**config.mk**
```make
export PLATFORM = sky130hd
export DESIGN_NAME = cache_fill_fsm
export DESIGN_NICKNAME = d
export VERILOG_FILES = /design/src/rtl/cache_pkg.sv /design/src/rtl/fill_counter.sv /design/src/rtl/cache_fill_fsm.sv
export SDC_FILE = /design/constraint.sdc
export NUM_CORES = 1
export LEC_CHECK = 0
export BUFFER_PORTS_ARGS = -buffer_cell sky130_fd_sc_hd__buf_2
export CORE_UTILIZATION = 44
export DETAILED_ROUTE_END_ITERATION = 10
export HOLD_SLACK_MARGIN = 0.08
export PLACE_DENSITY = 0.87
export SYNTH_ARGS = -nofsm -noshare
export SYNTH_HDL_FRONTEND = slang
export SYNTH_SLANG_ARGS = --single-unit
```
**constraint.sdc**
```tcl
create_clock -name clk -period 4.5 [get_ports clk]
set_input_delay 0.9 -clock clk [delete_from_list [all_inputs] [get_ports clk]]
set_output_delay 0.9 -clock clk [all_outputs]
set_load 0.05 [all_outputs]
```
**src/rtl/cache_pkg.sv**
```systemverilog
`default_nettype none
// cache_pkg: shared cache fill types, block geometry and block-base helper.
// Rev 1.0
package cache_pkg;

   typedef enum logic [0:0] {
      IDLE = 1'b0,
      FILL = 1'b1
   } state_t;

   localparam int ADDR_W          = 16;
   localparam int WORDS_PER_BLOCK = 8;
   localparam int BLOCK_BYTES     = 2 * WORDS_PER_BLOCK;
   localparam int OFFSET_BITS     = $clog2(BLOCK_BYTES);

   // Also used by the tag logic, so both sides agree on block alignment.
   function automatic logic [ADDR_W-1:0] block_base(input logic [ADDR_W-1:0] addr);
      return {addr[ADDR_W-1:OFFSET_BITS], {OFFSET_BITS{1'b0}}};
   endfunction

endpackage
`default_nettype wire

```
**src/rtl/fill_counter.sv**
```systemverilog
`default_nettype none
// fill_counter: clearable up-counter used for fill issue and return tracking.
// Rev 1.0
module fill_counter #(
   parameter int WIDTH = 4
) (
   input  logic             clk,
   input  logic             rst_n,
   input  logic             clr,
   input  logic             inc,
   output logic [WIDTH-1:0] count
);

   logic [WIDTH-1:0] cnt_q;
   logic [WIDTH-1:0] cnt_d;

   always_comb begin
      cnt_d = cnt_q;
      if (clr) begin
         cnt_d = '0;
      end else if (inc) begin
         cnt_d = cnt_q + 1'b1;
      end
   end

   always_ff @(posedge clk or negedge rst_n) begin
      if (!rst_n) begin
         cnt_q <= '0;
      end else begin
         cnt_q <= cnt_d;
      end
   end

   assign count = cnt_q;

endmodule
`default_nettype wire

```
**src/rtl/cache_fill_fsm.sv**
```systemverilog
`default_nettype none
// cache_fill_fsm: block-fill initiator with idle-time write-through store forwarding.
// Rev 1.0
module cache_fill_fsm
   import cache_pkg::state_t, cache_pkg::IDLE, cache_pkg::FILL, cache_pkg::block_base;
#(
   parameter int ADDR_WIDTH      = cache_pkg::ADDR_W,
   parameter int WORDS_PER_BLOCK = cache_pkg::WORDS_PER_BLOCK
) (
   input  logic                  clk,
   input  logic                  rst_n,
   input  logic                  miss_detected,
   input  logic [ADDR_WIDTH-1:0] miss_address,
   input  logic                  st_req,
   input  logic [ADDR_WIDTH-1:0] st_addr,
   input  logic [15:0]           st_data,
   output logic                  st_ack,
   output logic                  fsm_busy,
   output logic                  write_data_array,
   output logic                  write_tag_array,
   output logic [ADDR_WIDTH-1:0] fill_word_addr,
   output logic [15:0]           fill_data,
   output logic                  mem_en,
   output logic                  mem_wr,
   output logic [ADDR_WIDTH-1:0] mem_addr,
   output logic [15:0]           mem_wdata,
   input  logic [15:0]           mem_rdata,
   input  logic                  mem_data_valid
);

   localparam int CNT_W = $clog2(WORDS_PER_BLOCK) + 1;

   state_t                state_q, state_d;
   logic [ADDR_WIDTH-1:0] base_q, base_d;
   logic [CNT_W-1:0]      issue_cnt, ret_cnt;
   logic                  cnt_clr, issue_inc, ret_inc;
   logic                  issue_done, ret_last;
   logic [ADDR_WIDTH-1:0] issue_off, ret_off;
   logic                  st_addr_unused;

   assign st_addr_unused = st_addr[0];

   fill_counter #(.WIDTH(CNT_W)) u_issue_cnt (
      .clk   (clk),
      .rst_n (rst_n),
      .clr   (cnt_clr),
      .inc   (issue_inc),
      .count (issue_cnt)
   );

   fill_counter #(.WIDTH(CNT_W)) u_ret_cnt (
      .clk   (clk),
      .rst_n (rst_n),
      .clr   (cnt_clr),
      .inc   (ret_inc),
      .count (ret_cnt)
   );

   assign issue_done = (issue_cnt == CNT_W'(WORDS_PER_BLOCK));
   assign ret_last   = (ret_cnt == CNT_W'(WORDS_PER_BLOCK - 1));
   assign issue_off  = ADDR_WIDTH'({issue_cnt, 1'b0});
   assign ret_off    = ADDR_WIDTH'({ret_cnt, 1'b0});

   always_comb begin
      state_d          = state_q;
      base_d           = base_q;
      cnt_clr          = 1'b0;
      issue_inc        = 1'b0;
      ret_inc          = 1'b0;
      st_ack           = 1'b0;
      fsm_busy         = 1'b0;
      write_data_array = 1'b0;
      write_tag_array  = 1'b0;
      fill_word_addr   = '0;
      fill_data        = '0;
      mem_en           = 1'b0;
      mem_wr           = 1'b0;
      mem_addr         = '0;
      mem_wdata        = '0;
      // Outputs stay quiet for as long as reset is held, whatever the inputs do.
      if (rst_n) begin
         case (state_q)
            IDLE: begin
               if (miss_detected) begin
                  state_d  = FILL;
                  base_d   = block_base(miss_address);
                  cnt_clr  = 1'b1;
                  fsm_busy = 1'b1;
               end else if (st_req) begin
                  mem_en    = 1'b1;
                  mem_wr    = 1'b1;
                  mem_addr  = {st_addr[ADDR_WIDTH-1:1], 1'b0};
                  mem_wdata = st_data;
                  st_ack    = 1'b1;
               end
            end
            FILL: begin
               fsm_busy = 1'b1;
               if (!issue_done) begin
                  mem_en    = 1'b1;
                  mem_addr  = base_q + issue_off;
                  issue_inc = 1'b1;
               end
               if (mem_data_valid) begin
                  write_data_array = 1'b1;
                  fill_data        = mem_rdata;
                  fill_word_addr   = base_q + ret_off;
                  ret_inc          = 1'b1;
                  if (ret_last) begin
                     write_tag_array = 1'b1;
                     state_d         = IDLE;
                  end
               end
            end
            default: state_d = IDLE;
         endcase
      end
   end

   always_ff @(posedge clk or negedge rst_n) begin
      if (!rst_n) begin
         state_q <= IDLE;
         base_q  <= '0;
      end else begin
         state_q <= state_d;
         base_q  <= base_d;
      end
   end

endmodule
`default_nettype wire
```
**After elaboration in Yosys (flattened, before gate mapping)**

Cells that the tools add are included.
Widths: inputs -> output; s select.

- Register bits: 21
- Output and inout bits: 70

- Add/sub/neg operators: 4
- Equality and inequality tests: 2
- Multiplexer cells: 43
- Bitwise logic cells: 1
- Reduce and logical (&&, ||, !) cells: 3

Operator list:

| kind | number |
|---|---|
| $mux 16 | 14 |
| $add 16x5->16 | 2 |
| $pmux 16 s2 | 1 |
| $mux 1 | 21 |
| $mux 4 | 4 |
| $add 4x1->4 const B | 2 |
| $pmux 1 s2 | 3 |
| $eq 4x3->1 const B | 1 |
| $eq 4x4->1 const B | 1 |
| $reduce_bool 2->1 | 2 |
| $reduce_and 3->1 | 1 |
| $not 1->1 | 1 |

**Logic depth before layout (Yosys ltp)**

- Depth after elaboration: 6
- Mapped depth: 6

**Modules after synthesis**

From an unflattened synthesis, not the netlist that was laid out.

- Cells, all modules: 241
- Area total of the unflattened synthesis: 1833.0 µm²

By module, submodules not included:

| module | times used | cells each | area an instance (µm²) | seq. area each (µm²) |
|---|---|---|---|---|
| cache_fill_fsm | 1 | 209 | 1447.6 | 325.3 |
| fill_counter | 2 | 16 | 192.7 | 100.1 |

**Worst setup path after synthesis**

Ideal clock, no wire load.

- Kind: input -> output
- Start point: in rst_n
- End point: out mem_addr[10]
- Arrival time: 2.516 ns
- Data required time: 3.600 ns
- Setup slack: 1.084 ns
- Stages on the path: 4
- Buffers on the path: 1
- Cell sequence: nand2_1 a31o_2 clkbuf_1 o21ai_0

- Word-level cells in the longest chain between the ends: 1

RTL lines:

| item | RTL line | text |
|---|---|---|
| start, declared | cache_fill_fsm.sv:11 | `input logic rst_n,` |
| $mux 16 | cache_fill_fsm.sv:81 | `if (rst_n) begin` |
| end, declared | cache_fill_fsm.sv:25 | `output logic [ADDR_WIDTH-1:0] mem_addr,` |

No other way between the ends.

**Worst setup path in the final report**

- Start point: in rst_n
- End point: out write_tag_array

- Word-level cells in the longest chain between the ends: 1

RTL lines:

| item | RTL line | text |
|---|---|---|
| $mux 1 | cache_fill_fsm.sv:81 |  |
| end, declared | cache_fill_fsm.sv:20 | `output logic write_tag_array,` |

No other way between the ends.

==> flow_summary.ini <==
[outcome]
outcome = finished, final reports clean

[layout]
layout_commonest_cell = buf_2
final_cell_mix = buf_2, nand2_1, and2_1, dfrtp_1, nor2_1
final_util_pct = 62.2
area_growth_syn_to_layout_pct = 35.6
final_nets = 444
layout-drive-gt1-share_pct = 38.4
n_antenna_cell = 0
fin_cells = 417

[drt]
wl_mm = 5.03
ant_nets = 0
vias_per_cell = 4.98
wire_per_inst_um = 12.1
drc = 0
vias = 2075
first_pass_iters = 5
drt_iter0_drc = 83

[sta]
finalMaxSlewViolations = 0
finalWorstSetupSlack_ns = 0.940
hold_violations = 0
fin_crit_sh_pct = 79.1
tns_ns = 0
slew_headroom_pct = 20.2
skew_ns = 0.00180
worstMarginPinSlew_ns = 1.19
finalCriticalPeriod_ns = 3.56
setup_violations = 0
rsz0062_at_grt = false
fmax_mhz = 281

[clock_tree]
clockBufferDepth = 2
cts_tree = done
root_buffer = clkbuf_8
insertion_delay_ns = 0.26
hold_buffers = 0
cts.clk_slew.worst_paths_ns = 0.07
clock_sinks = 21
post_cts_resized = 0
numCtsBuffers = 3
htree_levels = 1
cts_post_setup_buffers_inserted = 0

[setup_path]
crit_top_cell = buf_2
worst-path-buf-inv = 3
cp_max_fo = 26
cp.arrival_ns = 2.66
start_kind = primary input
path_cells = buf_2 > nand3_1 > inv_1 > and2_1 > and3b_1 > buf_2
crit_slowest_cell = inv_1
crit_family = buffers and inverters
crit_path_end_kind = output pin
path_class = in2out
slowest_delay_ns = 0.58
required_ns = 3.60

[power]
switching_share_pct = 56.6
internal-power_mw = 0.580
power_mw = 1.33
p_per_area_nw_per_um2 = 537
p_clk_share_pct = 9.2
leakage_nw = 1.36
seq_power_share_pct = 33.2
power_frac_comb_pct = 57.5
p_switching_mw = 0.755
irDropWorstVdd_mv = 0.309

[die]
initial_utilization_pct = 45.9
fp.dieH_um = 66.6
core_area_um2 = 4000
dieArea_um2 = 4430
die_w_um = 66.6
ioPinCount = 139
placementRows = 23

[synthesis]
synth-main-ff-cell = dfrtp_1
syn-instance-count = 250
yosys_warnings = 0
avgSynthCellArea_um2 = 7.34
synthArstFlopShare_pct = 100
seq_area_frac_synth_pct = 28.6
synth-edff-count = 0
syn_area_um2 = 1830
yosysUniqueCellTypes = 34
synth-seq-cells = 21

[placed_design]
io_buffers = 131
dpl.hpwl_mm = 4.00
dp.cells = 413
gp_congestion = 0.835
dpl_worst_slack_ns = 0.916

[global_routing]
grt_use_total_pct = 23.1
grt_pass1_wl_mm = 7.85
antenna_found_initial = 0
overflow = 0
grt_max_degree = 35
grt_pass1_vias = 1801

[hold_path]
hp-class = in2async

[flow_run]
maxCapViolations = 0
state kept, by name, indices dropped and copies added (netlist names):
name and cells:
u_issue_cnt.count 4, state_q 1, base_q 12, u_ret_cnt.count 4
synth_stat cells (2+ instances only):
cell / instances / share of area (%)
xor2_1: 7 / 3.3
ha_1: 7 / 4.8
dfrtp_1: 21 / 29
nand2_1: 63 / 13
xnor2_1: 14 / 6.7
o21ai_0: 13 / 3.5
nand3_1: 7 / 1.9
buf_2: 6 / 1.6
nor2_1: 19 / 3.9
nand4_1: 4 / 1.4
or3_1: 3 / 1.0
a31oi_1: 2 / 0.68
o21ai_1: 2 / 0.55
buf_6: 3 / 1.8
and2_1: 37 / 13
nor3_1: 5 / 1.4
inv_1: 4 / 0.82
o31ai_1: 2 / 0.82
buf_4: 4 / 1.6
clkbuf_1: 6 / 1.2
a21oi_1: 7 / 1.9
nor3_2: 2 / 1.1
kinds of logic (layout without fill, tap and decap cells):
kind of cell    Yosys count  in the layout  share of synthesized area, %
compound gates           28             28                          8.46
xor+xnor                 21             21                          10.0
fa+ha+maj                 7              7                          4.77
buf+inv                  24            140                          7.43
flops                    21             21                          28.6
other cells               1              2                         0.204
simple gates            148            148                          40.5
metrics by stage:
step	area (um2)	hold slack (ns)
5_1_grt	2490	0.440
2_1_floorplan	1840	0.497
3_5_place_dp	2440	0.513
3_3_place_gp	2440	0.508
4_1_cts	2490	0.442
6_report	2490	0.444
layer usage:
metal	share of wire [%]	wire, um	track usage, %
met4	1.4	70	9.04
met1	39	1940	26.7
met2	51	2560	42.7
met5	0	0	0
met3	9.1	456	2.57
power by group through the flow:
stage / Clock [mW] / Sequential (mW) / Combinational (mW)
5_1_grt: 0.135 / 0.460 / 0.836
6_report: 0.123 / 0.444 / 0.768
4_1_cts: 0.125 / 0.441 / 0.774
3_5_place_dp: 0 / 0.443 / 0.767
3_3_place_gp: 0 / 0.433 / 0.753
2_1_floorplan: 0 / 0.353 / 0.700
area by class of cell:
class | count | area, um2
Inverter | 4 | 15.0
Tap cell | 50 | 62.6
Clock buffer | 4 | 45.0
Multi-Input combinational cell | 206 | 1180
Timing Repair Buffer | 132 | 663
Fill cell | 367 | 1510
Sequential cell | 21 | 526
worst paths after layout:
path                       slack [ns]                          endpoint                              from  cells after the start
max                              0.94                   write_tag_array                             rst_n                      6
min                              0.44               state_q$_DFFE_PN0P_                             rst_n                      1
max reg2reg                      2.54               state_q$_DFFE_PN0P_               state_q$_DFFE_PN0P_                      5
min reg2reg                      0.52  u_issue_cnt.count[2]$_DFFE_PN0P_  u_issue_cnt.count[2]$_DFFE_PN0P_                      2
max in group asynchronous        3.58  u_issue_cnt.count[1]$_DFFE_PN0P_                             rst_n                      2
min in group clk                 0.52  u_issue_cnt.count[2]$_DFFE_PN0P_  u_issue_cnt.count[2]$_DFFE_PN0P_                      2
Power figures use the tool's default switching activity.
